<file path="config.mk">
export PLATFORM = sky130hd
export DESIGN_NAME = pht_port_arbiter
export DESIGN_NICKNAME = d
export VERILOG_FILES = /design/src/rtl/pht_port_arbiter.sv
export SDC_FILE = /design/constraint.sdc
export NUM_CORES = 1
export LEC_CHECK = 0
export ABC_CLOCK_PERIOD_IN_PS = 2560
export BUFFER_PORTS_ARGS = -buffer_cell sky130_fd_sc_hd__buf_4
export CORE_AREA = 2 2 168 88
export CTS_CLUSTER_SIZE = 16
export DETAILED_ROUTE_END_ITERATION = 6
export DIE_AREA = 0 0 170 90
export PLACE_DENSITY = 0.71
export REMOVE_ABC_BUFFERS = 1
export SLEW_MARGIN = 20
export SYNTH_ARGS = -nofsm -noshare
export SYNTH_HDL_FRONTEND = slang
export SYNTH_SLANG_ARGS = --single-unit
export TNS_END_PERCENT = 30
</file>
<file path="constraint.sdc">
create_clock -name clock -period 2.56 [get_ports clock]
set_clock_uncertainty 0.2 [all_clocks]
set_input_delay 0.128 -clock clock [delete_from_list [all_inputs] [get_ports clock]]
set_output_delay 0.128 -clock clock [all_outputs]
set_load 0.05 [all_outputs]
</file>
<file path="src/rtl/pht_port_arbiter.sv">
// pht_port_arbiter: shares a single-port PHT between 0-cycle fetch lookups and FIFO-buffered retire updates.
// Backpressure: upd_ready drops when the FIFO is full or a drain is in progress; fetch_ready drops on update grants.
// Optional PHT_ARB_STATS_EN adds wrapping lookup/update/stall counters.
module pht_port_arbiter #(
    parameter int PC_W         = 32,
    parameter int QDEPTH       = 4,
    parameter int STARVE_LIMIT = 8
) (
    input  logic                         clock,
    input  logic                         reset,
    input  logic                         fetch_valid,
    input  logic [PC_W-1:0]              fetch_pc,
    output logic                         fetch_ready,
    output logic                         fetch_pred,
    input  logic                         upd_valid,
    input  logic [PC_W-1:0]              upd_pc,
    input  logic                         upd_taken,
    output logic                         upd_ready,
    input  logic                         drain_req,
    output logic                         drain_done,
    output logic [$clog2(QDEPTH+1)-1:0]  q_count,
`ifdef PHT_ARB_STATS_EN
    output logic [31:0]                  stat_lookups,
    output logic [31:0]                  stat_updates,
    output logic [31:0]                  stat_stalls,
`endif
    output logic                         pht_enable,
    output logic [PC_W-1:0]              pht_pc,
    output logic                         pht_branch_taken,
    input  logic                         pht_prediction
);

    localparam int CW = $clog2(QDEPTH + 1);
    localparam int PW = $clog2(QDEPTH);
    localparam int SW = $clog2(STARVE_LIMIT + 1);

    typedef enum logic {IDLE, DRAIN} state_t;

    typedef struct packed {
        logic [PC_W-1:0] pc;
        logic            taken;
    } upd_ent_t;

    state_t          state_q, state_d;
    upd_ent_t        mem_q [QDEPTH];
    upd_ent_t        mem_d [QDEPTH];
    logic [CW-1:0]   count_q, count_d;
    logic [PW-1:0]   head_q, head_d, tail_q, tail_d;
    logic [SW-1:0]   starve_q, starve_d;
    logic            q_full, q_empty, enq, grant_upd, drain_exit;
    upd_ent_t        head_ent;

    assign q_full    = (count_q == CW'(QDEPTH));
    assign q_empty   = (count_q == '0);
    assign upd_ready = !q_full && (state_q != DRAIN);
    assign enq       = upd_valid && upd_ready;
    assign grant_upd = !q_empty && ((state_q == DRAIN) || !fetch_valid || q_full ||
                                    (starve_q == SW'(STARVE_LIMIT)));
    assign head_ent  = mem_q[head_q];

    assign fetch_ready      = !grant_upd;
    assign fetch_pred       = fetch_ready && pht_prediction;
    assign pht_enable       = grant_upd;
    assign pht_pc           = grant_upd ? head_ent.pc : fetch_pc;
    assign pht_branch_taken = grant_upd && head_ent.taken;
    assign q_count          = count_q;

    // Enqueue is blocked while draining, so the last grant really empties the FIFO.
    assign drain_exit = (state_q == DRAIN) &&
                        (q_empty || ((count_q == CW'(1)) && grant_upd && !enq));
    assign drain_done = drain_exit;

    always_comb begin
        mem_d    = mem_q;
        head_d   = head_q;
        tail_d   = tail_q;
        count_d  = count_q;
        starve_d = starve_q;
        state_d  = state_q;

        if (enq) begin
            mem_d[tail_q] = '{pc: upd_pc, taken: upd_taken};
            tail_d        = tail_q + PW'(1);
        end
        if (grant_upd) begin
            head_d = head_q + PW'(1);
        end
        case ({enq, grant_upd})
            2'b10:   count_d = count_q + CW'(1);
            2'b01:   count_d = count_q - CW'(1);
            default: count_d = count_q;
        endcase

        if (grant_upd || q_empty) begin
            starve_d = '0;
        end else if (fetch_valid && (starve_q != SW'(STARVE_LIMIT))) begin
            starve_d = starve_q + SW'(1);
        end

        case (state_q)
            IDLE:    if (drain_req) state_d = DRAIN;
            DRAIN:   if (drain_exit) state_d = IDLE;
            default: state_d = IDLE;
        endcase
    end

    always_ff @(posedge clock or negedge reset) begin
        if (!reset) begin
            state_q  <= IDLE;
            count_q  <= '0;
            head_q   <= '0;
            tail_q   <= '0;
            starve_q <= '0;
            for (int i = 0; i < QDEPTH; i++) begin
                mem_q[i] <= '0;
            end
        end else begin
            state_q  <= state_d;
            count_q  <= count_d;
            head_q   <= head_d;
            tail_q   <= tail_d;
            starve_q <= starve_d;
            mem_q    <= mem_d;
        end
    end

`ifdef PHT_ARB_STATS_EN
    logic [31:0] lookups_q, lookups_d, updates_q, updates_d, stalls_q, stalls_d;

    always_comb begin
        lookups_d = lookups_q;
        updates_d = updates_q;
        stalls_d  = stalls_q;
        if (fetch_valid && fetch_ready)  lookups_d = lookups_q + 32'd1;
        if (grant_upd)                   updates_d = updates_q + 32'd1;
        if (fetch_valid && !fetch_ready) stalls_d  = stalls_q + 32'd1;
    end

    always_ff @(posedge clock or negedge reset) begin
        if (!reset) begin
            lookups_q <= '0;
            updates_q <= '0;
            stalls_q  <= '0;
        end else begin
            lookups_q <= lookups_d;
            updates_q <= updates_d;
            stalls_q  <= stalls_d;
        end
    end

    assign stat_lookups = lookups_q;
    assign stat_updates = updates_q;
    assign stat_stalls  = stalls_q;
`endif

endmodule

</file>
Word-level counts from Yosys, hierarchy flattened
Cells that the tools add are included.
{"block": "totals", "reg_bits": 144, "inputBits": 71, "out_inout_bits": 41, "elab_cells": 66}
{"block": "classes", "add_sub_neg": 5, "n_lt_le_gt_ge": 3, "n_eq_ne": 6, "muxes": 13, "bitwise": 3, "reduce_logical": 23}
{"op": "132-bit bitwise mux", "n": 1}
{"op": "33-bit two-way mux", "n": 3}
{"op": "33-bit binary-select mux with 2-bit select", "n": 1}
{"op": "33-bit demux with 2-bit select", "n": 1}
{"op": "32-bit two-way mux", "n": 1}
{"op": "1-bit logical AND", "n": 10}
{"op": "4-bit two-way mux", "n": 2}
{"op": "3-bit greater-or-equal comparator (second input constant)", "n": 2}
{"op": "2-bit inverter with 3-bit output", "n": 2}
{"op": "3-bit one-hot mux with 2 select lines", "n": 1}
{"op": "1-bit zero test", "n": 5}
{"op": "1-bit logical OR", "n": 5}
{"op": "2-bit by 1-bit adder with 2-bit output (second input constant)", "n": 2}
{"op": "4-bit by 1-bit adder with 4-bit output (second input constant)", "n": 1}
{"op": "4-bit equality test (second input constant)", "n": 1}
{"op": "4-bit inequality test (second input constant)", "n": 1}
{"op": "2-bit nonzero test", "n": 2}
{"op": "3-bit by 1-bit adder with 3-bit output (second input constant)", "n": 1}
{"op": "3-bit by 1-bit equality test with 1-bit output (second input constant)", "n": 1}
{"op": "3-bit equality test (second input constant)", "n": 1}
{"op": "3-bit zero test", "n": 1}
{"op": "3-bit by 1-bit less-than comparator with 1-bit output (second input constant)", "n": 1}
{"op": "3-bit by 1-bit subtractor with 3-bit output (second input constant)", "n": 1}
{"op": "2-bit by 1-bit equality test with 1-bit output (second input constant)", "n": 1}
{"op": "4 further kinds", "n": 5}

Logic depth before layout (Yosys ltp)
Gate-level depths: netlist of the first run.
{"block": "logic_depth", "ltp_word": 11, "depth_mapped": 9, "depth_no_buf": 8}

Worst setup path before layout of the first run
Ideal clock, no wire load.
{"block": "synth_path", "path_kind": "register to output", "start": "reg count_q[0], in the netlist q_count[0]", "end": "out fetch_pred", "t_arrival_ps": 2948, "required_time_ps": 2232, "setup_slack_ps": -716, "stages_incl_launch_ff": 7, "n_path_buf": 1, "cell_sequence": "dfrtp_1 inv_1 ha_1 a21oi_2 a31oi_4 buf_4 nor2b_1"}
{"block": "synth_via", "elab_chain_len": 6, "word_cells_on_any_way": 8, "classes_between": "eq/ne: 1; reduce/logical: 7"}
{"item": "start, declared", "line_no": "47", "source": "logic [CW-1:0] count_q, count_d;"}
{"item": "start signal, assigned", "line_no": "119", "source": "count_q <= count_d;"}
{"item": "3-bit equality test", "line_no": "53", "source": "assign q_full = (count_q == CW'(QDEPTH));"}
{"item": "1-bit logical OR (2 in series)", "line_no": "57", "source": "assign grant_upd = !q_empty && ((state_q == DRAIN) || !fetch_valid || q_full ||"}
{"item": "1-bit logical AND (*)", "line_no": "57"}
{"item": "named net pht_enable", "line_no": "27", "source": "output logic pht_enable,"}
{"item": "1-bit zero test (*)", "line_no": "61", "source": "assign fetch_ready = !grant_upd;"}
{"item": "1-bit logical AND (*)", "line_no": "62", "source": "assign fetch_pred = fetch_ready && pht_prediction;"}
{"item": "end, declared", "line_no": "14", "source": "output logic fetch_pred,"}
Mark *: on every way through the listed nets, which the timed path passes. The rest lies on a longest branch.

Final worst setup path of the first run
{"block": "layout_path", "start": "reg starve_q[0]", "end": "out pht_pc[20]"}
{"block": "layout_via", "elab_chain_len": 4}
{"item": "start, declared", "line_no": "49", "source": "logic [SW-1:0] starve_q, starve_d;"}
{"item": "start signal, assigned", "line_no": "122", "source": "starve_q <= starve_d;"}
{"item": "4-bit equality test", "line_no": "58", "source": "(starve_q == SW'(STARVE_LIMIT)));"}
{"item": "1-bit logical OR", "line_no": "57"}
{"item": "1-bit logical AND", "line_no": "57"}
{"item": "32-bit two-way mux", "line_no": "64", "source": "assign pht_pc = grant_upd ? head_ent.pc : fetch_pc;"}
{"item": "end, declared", "line_no": "28", "source": "output logic [PC_W-1:0] pht_pc,"}
No other way between the ends.

==> summary.md, run 1 <==
| Metric | Value |
|---|---|
| Peak Freq | `383.7 MHz` |
| Layout Nets | `678` |
| Ports | `112` |
| Routability cong. | `0.7780` |
| First-pass GRT wire length | `between 20,000 and 25,000 um` |
| Final period util | `1.018` |
| Pre-CTS WS | `244.3 ps` |
| CP cell instances | `inv_1, ha_1, nand3b_1, a31oi_4, buf_6, buf_12, buf_12, mux2_4, buf_8` |
| Total number of vias | `4,200` |
| Commonest cells in the netlist | `165 x mux2_2, 144 x dfrtp_1, 33 x mux4_2` |
| Worst Setup EP | `pht_pc[20]` |
| Pwr/cell area | `between 1500 and 2000 nW/um2` |
| Clk sink count | `between 100 and 150` |
| Top cell by count, worst path | `buf_12` |
| Drt pass-1 iters | `4` |
| Register bit total from synthesis | `144` |
| Status | `finished, violations left` |
| R2R depth | `10` |
| CTS root buf | `clkbuf_16` |
| Crit path time final | `around 2600 ps` |
| Post-synthesis cell type count | `25` |
| Hold WC Path Type | `in2async` |
| Worst vdd ir | `approximately 1.4 mV` |
| Drt drc | `0` |
| Slew Viols, Final | `0` |
| CTS Buffer Depth | `2` |
| Largest net degree at the start of global routing | `65` |
| Yosys top cell area share | `0.5346` |
| Drt wl/cell | `around 19 um` |
| Max Cap Viol | `0` |
| WL final | `15,140 um` |
| Startpoint types | `flop` |
| Area Growth Syn to Fin | `39.61%` |
| Crit path largest cell delay | `380 ps` |
| Worst skew pair latency | `400 ps` |
| Num CTS Buffers | `17` |
| Flop pwr share | `0.255` |
| Row cnt | `31` |
| Syn avg cell area | `about 16 um2` |
| # port buffers | `111` |
| Clock share of power | `0.170` |
| Setup ws final | `-46.25 ps` |
| Post-synth ARST share | `1.000` |
| Post-Syn Instances | `421` |
| Die width | `170 um` |
| Internal | `about 9.5 mW` |
| Clk pin slew, worst setup/hold paths | `60 ps` |
| Placed inst area | `7895 um2` |
| RR Endpoint | `q_count[2]$_DFFE_PN0P_` |
| Die Y-Extent | `90 um` |
| Synth Cell Area | `6740 um2` |
| Gr usage total | `0.2064` |
| DRT iter0 DRCs | `around 150` |
| Worst path required time | `2230 ps` |
| Count leader, synth | `mux2_2` |
| Grt total ovfl | `0` |
| Starting density of the core | `0.4827` |
| Final Hold Fails | `0` |
| Final setup fails | `20` |
| Post-DRT Antenna Nets | `0` |
| Worst r2r src | `starve_q[0]$_DFFE_PN0P_` |
| Relative slew slack | `0.6866` |
| CTS tree | `done` |
| Setup crit start | `starve_q[0]$_DFFE_PN0P_` |
| Top cell type by total area after synthesis | `dfrtp_1` |
| Violated checks | `negative setup slack` |
| Fraction of layout cells with a size suffix above 1 | `0.6305` |
| Crit-path slowest cell | `dfrtp_1` |
| Die Footprint | `15,300 um2` |
| RSZ-0062 raised after global routing | `yes` |
| Pin slew with the least headroom to its limit | `470.1 ps` |
| Combinational fraction of design power | `0.575` |
| CP Max Fanout | `7` |
| Net Sw Power | `5.858 mW` |
| WS Path Type | `reg2out` |
| Core Box Area | `roughly 14,000 um2` |
| Initial antenna violation count | `0` |
| Average via count per standard cell | `5.316` |
| Antenna diodes | `0` |
| Net Sw Frac | `0.3805` |
| Top FF cell, synth | `dfrtp_1` |
| Crit. End Element | `primary output` |
| Top cells by area, synth | `dfrtp_1 53%, mux2_2 28%, mux4_2 11%` |
| Post-synth EDFFs | `0` |
| Worst reg2reg setup slack | `350 ps` |
| Crit path DAT | `2280 ps` |
| Htree depth | `4` |
| Seq/Total Area, Yosys | `0.5346` |
| Vias in the first global route | `4,568` |
| Leak | `4.314 nW` |
| Post-detail-place hpwl | `9071 um` |
| Yosys warnings | `0` |
| Final instance area | `9410 um2` |
-- cell families after synthesis --
group,after synthesis,synth area share
flops,144,0.5346
buf+inv,32,0.02246
fa+ha+maj,11,0.02042
mux,199,0.3874
compound gates,4,0.006497
simple gates,23,0.01819
xor+xnor,8,0.01040
-- layout make-up --
cell class              instances  area, um2
flip-flops and latches        144       3606
multi-input cells             245       3113
well taps                     181      226.5
fillers                       943       4553
repair buffers                180       1805
inverters                       8      30.03
clock buffers                  20      446.7
clock inverters                12      182.7
-- what timing repair did --
action / CTS / global route
endpoints found under the setup margin: 33 / 33
endpoints found under the hold margin: 282 / 0
gates resized for setup: 48 / 41
pin swaps: 1 / 1
gates cloned: 2 / 1
buffers inserted: 9 / 5
hold buffers: 36 / 0
-- sequential cells by signal, indices dropped and copies added, names as in the netlist --
| name | count |
|---|---|
| mem_q | 132 |
| starve_q | 4 |
| q_count | 3 |
| head_q | 2 |
| tail_q | 2 |
| state_q | 1 |
-- per-stage QoR --
stage / power [mW] / utilization / TNS, ps / cells / hold slack, ps
global placement: 11.00 / 0.5654 / 0 / 706 / -127.3
global route: 16.15 / 0.6739 / -3659 / 790 / 42.32
CTS: 14.86 / 0.6604 / -557.8 / 785 / 31.42
floorplan: 9.186 / - / -65000 / 397 / -367.6
detailed placement: 11.19 / 0.5654 / 0 / 706 / -122.1
finish: 15.39 / 0.6739 / -619.3 / 790 / 21.00
-- worst min path at each step --
stage	from	to	slack [ps]	cells after the start
floorplan	reset	head_q[0]$_DFFE_PN0N_	-370	0
global placement	reset	mem_q[119]$_DFFE_PN0P_	-130	1
detailed placement	reset	mem_q[119]$_DFFE_PN0P_	-120	1
CTS	reset	mem_q[119]$_DFFE_PN0P_	30	2
global route	reset	mem_q[104]$_DFFE_PN0P_	40	2
finish	reset	mem_q[119]$_DFFE_PN0P_	20	2
-- cells in the final DEF (no fill, tap or decap), types with 3 or more instances in the layout --
master / instances
buf_8: 22
mux2_2: 143
xnor2_1: 5
nor3_1: 3
buf_6: 13
buf_12: 9
nor2_1: 4
nand3_2: 4
mux4_2: 33
inv_1: 6
bufinv_16: 4
buf_4: 98
mux2_4: 22
dfrtp_1: 142
xor2_1: 3
ha_1: 10
clkbuf_16: 18
clkinvlp_4: 3
dlygate4sd3_1: 36
nand2_1: 3
-- layer usage --
metal	vias to the layer above	wire length [um]	track usage
met5	-	0	0
met4	0	55	0.04345
met3	6	544	0.03919
met2	93	7239	0.3320
met1	2178	7301	0.2954
li1	1923	-	-
-- critical path, delay by kind of cell (launching register included) --
| kind | cells | cell delay, ps |
|---|---|---|
| buf+inv | 5 | 610 |
| mux | 1 | 320 |
| flops | 1 | 380 |
| compound gates | 1 | 240 |
| simple gates | 1 | 170 |
| fa+ha+maj | 1 | 140 |
-- power by group through the flow --
| stage | Clock (mW) | Combinational, mW | Sequential (mW) |
|---|---|---|---|
| CTS | 2.67 | 8.28 | 3.92 |
| global placement | 0 | 7.12 | 3.88 |
| detailed placement | 0 | 7.24 | 3.95 |
| finish | 2.62 | 8.85 | 3.93 |
| global route | 2.78 | 9.31 | 4.06 |
| floorplan | 0 | 5.16 | 4.02 |
No activity file was read; power rests on OpenSTA's default activity.
==> run 2, diff against run 1 <==
Settings changed: CAP_MARGIN set to 25, CELL_PAD_IN_SITES_DETAIL_PLACEMENT set to 0, CELL_PAD_IN_SITES_GLOBAL_PLACEMENT set to 1, CORE_AREA 2 2 168 88 to 2 2 173 90, DIE_AREA 0 0 170 90 to 0 0 175 92, MAX_ROUTING_LAYER set to met4, PLACE_DENSITY 0.71 to not set, PLACE_DENSITY_LB_ADDON set to 0.1.
==> run 2 against run 1 <==
  * The flow now finishes without violations
  * Setup slack gained 50 ps
  * Utilization is 4.4 points lower
  * Critical path depth is 1 lower
  * Routed wire length fell by 0.74%
  * Clock power is 6% lower
  * Total power fell by 1.5%
  * Die area grew 5.2%
  * Sequential share of layout area up 0.21 points
  * Cell area decreased by 0.55%
  * Fmax increased by 2.0%
  * First-iteration DRC count fell by 7.8%
  * Flip-flop and latch count unchanged
==> summary.md, run 2 (synthesis gave the netlist of run 1 again) <==
| Metric | Value |
|---|---|
| CTS Buffer Depth | `2` |
| Core Box Area | `approximately 15,000 um2` |
| Grt total ovfl | `0` |
| Relative slew slack | `0.5913` |
| Crit-path slowest cell | `dfrtp_1` |
| CTS tree | `done` |
| Slew Viols, Final | `0` |
| Post-detail-place hpwl | `8900 um` |
| Crit. End Element | `primary output` |
| Starting density of the core | `0.4538` |
| Die Y-Extent | `92 um` |
| Crit path time final | `2556 ps` |
| Final period util | `0.9984` |
| Largest net degree at the start of global routing | `65` |
| Num CTS Buffers | `17` |
| RSZ-0062 raised after global routing | `yes` |
| WHS | `97.37 ps` |
| Hold WC Path Type | `in2async` |
| Crit path DAT | `2230 ps` |
| Worst vdd ir | `1.141 mV` |
| Leak | `between 4 and 5 nW` |
| Worst reg2reg setup slack | `290 ps` |
| Max Cap Viol | `0` |
| Ports | `around 110` |
| CTS root buf | `clkbuf_16` |
| DP Cell Count | `725` |
| Drt pass-1 iters | `5` |
| WL final | `15,030 um` |
| Status | `finished clean` |
| Antenna diodes | `0` |
| Die Footprint | `16,100 um2` |
| Critical path's top delay family | `buffers and inverters` |
| # port buffers | `111` |
| Vias in the first global route | `between 4,000 and 5,000` |
| Most frequent cells in the layout | `142 x dfrtp_1, 140 x mux2_2, 88 x buf_4` |
| Area Growth Syn to Fin | `38.85%` |
| Layout Nets | `668` |
| Htree depth | `4` |
| Gr usage total | `0.1979` |
| CP Max Fanout | `8` |
| Initial antenna violation count | `0` |
| Layout fillers | `roughly 1,100` |
| Average via count per standard cell | `5.147` |
| Crit path largest cell delay | `410 ps` |
| First-pass GRT wire length | `roughly 24,000 um` |
| Pwr/cell area | `1620 nW/um2` |
| Row cnt | `32` |
| Pin slew with the least headroom to its limit | `613.0 ps` |
| Peak Freq | `391.2 MHz` |
| Routability cong. | `0.7267` |
| Commonest non-fill, non-tap cell in the layout | `dfrtp_1` |
| Startpoint types | `flop` |
| Final Hold Fails | `0` |
| Worst skew pair latency | `400 ps` |
| Total number of vias | `4,133` |
| Clk pin slew, worst setup/hold paths | `~60 ps` |
| Die width | `around 180 um` |
| WS Path Type | `reg2out` |
| Drt drc | `0` |
| Clk sink count | `144` |
| Fin cells | `803` |
| Max reg flops | `132` |
| Fraction of layout cells with a size suffix above 1 | `0.6277` |
| Worst path required time | `2230 ps` |
| Final setup fails | `0` |
| Drt wl/cell | `18.72 um` |
| CP cell instances | `inv_1, ha_1, nand3b_1, a31oi_4, buf_12, clkbuf_16, mux2_4, buf_8` |
| Buf+Inv Stages, Crit Path | `4` |
| Post-DRT Antenna Nets | `0` |
| DRT iter0 DRCs | `141` |
| Reg with most FFs | `mem_q` |
-- run 2: cell type report --
type                       instances  area [um2]  share of cell area
sequential                       144        3606              0.3853
multi-input combinational        245        3124              0.3338
timing repair buffer             170        1748              0.1868
clock buffer                      18       439.2             0.04693
tap                              204       255.2             0.02727
clock inverter                    14       156.4             0.01671
inverter                           8       30.03            0.003209
-- run 2: routing by layer --
layer	global-route usage	routed length, um
met5	-	0
met4	0.04306	80
met3	0.03731	524
met2	0.3067	7072
met1	0.2751	7352
-- run 2: power by group --
group | internal (mW) | switching [mW]
sequential | 3.37 | 0.549
clock | 1.48 | 0.983
combinational | 4.45 | 4.33
-- run 2: worst paths after layout --
| check | from | to | depth (start not counted) |
|---|---|---|---|
| worst max-delay path | starve_q[0]$_DFFE_PN0P_ | pht_pc[16] | 8 |
| worst min-delay path | reset | mem_q[112]$_DFFE_PN0P_ | 2 |
| worst max register to register | starve_q[0]$_DFFE_PN0P_ | q_count[2]$_DFFE_PN0P_ | 10 |
| worst min register to register | mem_q[47]$_DFFE_PN0P_ | mem_q[47]$_DFFE_PN0P_ | 1 |
| max in group asynchronous | reset | mem_q[90]$_DFFE_PN0P_ | 3 |
| min in group clock | upd_valid | tail_q[0]$_DFFE_PN0P_ | 5 |
-- run 2: repair_timing --
action,4_1_cts,5_1_grt
gates cloned,1,2
buffers inserted,6,2
pin swaps,1,1
endpoints found under the hold margin,235,0
resized for setup,8,85
hold buffers,36,0
endpoints found under the setup margin,33,32
-- run 2: metrics by stage --
step | power, mW | setup TNS (ps) | cell area, um2 | worst slack (ps) | util
finish | 15.16 | 0 | 9359 | 4.062 | 0.6301
global route | 15.89 | -1930 | 9359 | -85.13 | 0.6301
CTS | 14.00 | -18.85 | 8997 | -4.483 | 0.6057
detailed placement | 11.20 | 0 | 7931 | 170.7 | 0.5339
global placement | 11.07 | 0 | 7931 | 230.3 | 0.5339
floorplan | 9.186 | -65000 | 6619 | -964.5 | -
==> run 3, diff against run 2 <==
Settings changed: MAX_ROUTING_LAYER met4 to not set.
==> run 3 against run 2 <==
  * Hold slack worse by 3.9 ps
  * Critical path type unchanged
  * Global-route usage is 0.59 points lower
  * Non-clock buffer count stayed put
  * Fmax hardly changed
==> summary.md, run 3 (synthesis gave the netlist of run 1 again) <==
| Metric | Value |
|---|---|
| Setup ws final | `between 6 and 7 ps` |
| Worst path required time | `2230 ps` |
| Num CTS Buffers | `17` |
| Die Y-Extent | `92 um` |
| R2R depth | `10` |
| Pin slew with the least headroom to its limit | `roughly 610 ps` |
| # port buffers | `roughly 110` |
| Final period util | `0.9975` |
| WHS | `93.51 ps` |
| Drt wl/cell | `18.70 um` |
| CTS Buffer Depth | `2` |
| Setup crit start | `starve_q[0]$_DFFE_PN0P_` |
| Area Growth Syn to Fin | `38.85%` |
| Worst skew pair latency | `~400 ps` |
| Pwr/cell area | `1620 nW/um2` |
| Final Hold Fails | `0` |
| Slew Viols, Final | `0` |
| CTS tree | `done` |
| Htree depth | `4` |
| CP Max Fanout | `8` |
| Peak Freq | `391.6 MHz` |
| Reg with most FFs | `mem_q` |
| Leak | `4.279 nW` |
| Hold WC Path Type | `in2async` |
| Post-DRT Antenna Nets | `0` |
| CTS root buf | `clkbuf_16` |
| Grt total ovfl | `0` |
| Die Footprint | `16,100 um2` |
| Routability cong. | `0.7183` |
| Clk sink count | `~140` |
| Ports | `112` |
| Fraction of layout cells with a size suffix above 1 | `0.6277` |
| Gr usage total | `0.1920` |
| Pre-CTS WS | `170.7 ps` |
| Drt drc | `0` |
| Worst reg2reg setup slack | `290 ps` |
| Max reg flops | `132` |
| Worst Setup EP | `pht_pc[16]` |
| Core Box Area | `roughly 15,000 um2` |
| Average via count per standard cell | `5.125` |
| Most frequent cells in the layout | `142 x dfrtp_1, 140 x mux2_2, 88 x buf_4` |
| RR Endpoint | `q_count[2]$_DFFE_PN0P_` |
| WL final | `between 15,000 and 20,000 um` |
| Drt pass-1 iters | `4` |
| Critical path's top delay family | `buffers and inverters` |
| Crit path largest cell delay | `400 ps` |
| RSZ-0062 raised after global routing | `yes` |
| First-pass GRT wire length | `23,920 um` |
| Total number of vias | `4,115` |
| Clk pin slew, worst setup/hold paths | `60 ps` |
| Startpoint types | `flop` |
| Crit. End Element | `primary output` |
| Fin cells | `803` |
| Layout fillers | `around 1,100` |
| Buf+Inv Stages, Crit Path | `4` |
| Largest net degree at the start of global routing | `65` |
| Worst r2r src | `starve_q[0]$_DFFE_PN0P_` |
| Number of cells on the critical path | `8` |
| Fin util | `0.6301` |
| Crit-path slowest cell | `dfrtp_1` |
| Relative slew slack | `0.5926` |
| Total Power | `15.16 mW` |
| Commonest non-fill, non-tap cell in the layout | `dfrtp_1` |
| DP Cell Count | `approximately 730` |
| Antenna diodes | `0` |
| Post-detail-place hpwl | `8900 um` |
| Layout Nets | `668` |
| Final setup fails | `0` |
| Worst vdd ir | `approximately 1.1 mV` |
| CP cell instances | `inv_1, ha_1, nand3b_1, a31oi_4, buf_12, clkbuf_16, mux2_4, buf_8` |
| WS Path Type | `reg2out` |
| Status | `finished clean` |
| DRT iter0 DRCs | `about 160` |
| Crit path DAT | `between 2000 and 2500 ps` |
| Row cnt | `32` |
| Max Cap Viol | `0` |
| Crit path time final | `2554 ps` |
| Vias in the first global route | `between 4,000 and 5,000` |
| Initial antenna violation count | `0` |
| Starting density of the core | `0.4538` |
| Die width | `175 um` |
[run 3: cell counts in the layout (fill, tap and decap cells not counted)]
No cell type changed its count.
[run 3: layout make-up]
type	instances	area (um2)	area share
inverters	8	30.03	0.003209
flip-flops and latches	144	3606	0.3853
clock buffers	18	439.2	0.04693
well taps	204	255.2	0.02727
multi-input cells	245	3124	0.3338
repair buffers	170	1748	0.1868
clock inverters	14	156.4	0.01671
[run 3: what timing repair did]
action	CTS	global route
pin swaps	1	1
setup endpoints to repair	33	32
endpoints found under the hold margin	235	0
cloned	1	2
setup buffers	6	2
gates resized for setup	8	85
hold buffers	36	0
[run 3: per-layer routing]
metal,share of wire,track usage,up-vias
met3,0.032,0.03773,7
met1,0.49,0.2751,2146
li1,-,-,1893
met4,0.0045,0.04306,0
met5,0,0,-
met2,0.47,0.3057,69
[run 3: metrics by stage]
stage	TNS [ps]	cell area [um2]
floorplan	-65000	6619
global placement	0	7931
detailed placement	0	7931
CTS	-18.85	8997
global route	-1927	9359
finish	0	9359
[run 3: power by group]
part | internal [mW] | switching, mW | leakage, nW
clock | 1.48 | 0.986 | 0.285
sequential | 3.37 | 0.548 | 1.77
combinational | 4.45 | 4.32 | 2.23
[run 3: worst min path at each step]
stage                                        end  slack, ps  start  cells past startpoint
after floorplan            head_q[0]$_DFFE_PN0N_       -370  reset                      0
after global placement    mem_q[112]$_DFFE_PN0P_        -40  reset                      1
final                     mem_q[112]$_DFFE_PN0P_         90  reset                      2
after CTS                 mem_q[112]$_DFFE_PN0P_        100  reset                      2
after global routing      mem_q[112]$_DFFE_PN0P_        140  reset                      2
after detailed placement  mem_q[112]$_DFFE_PN0P_        -30  reset                      1
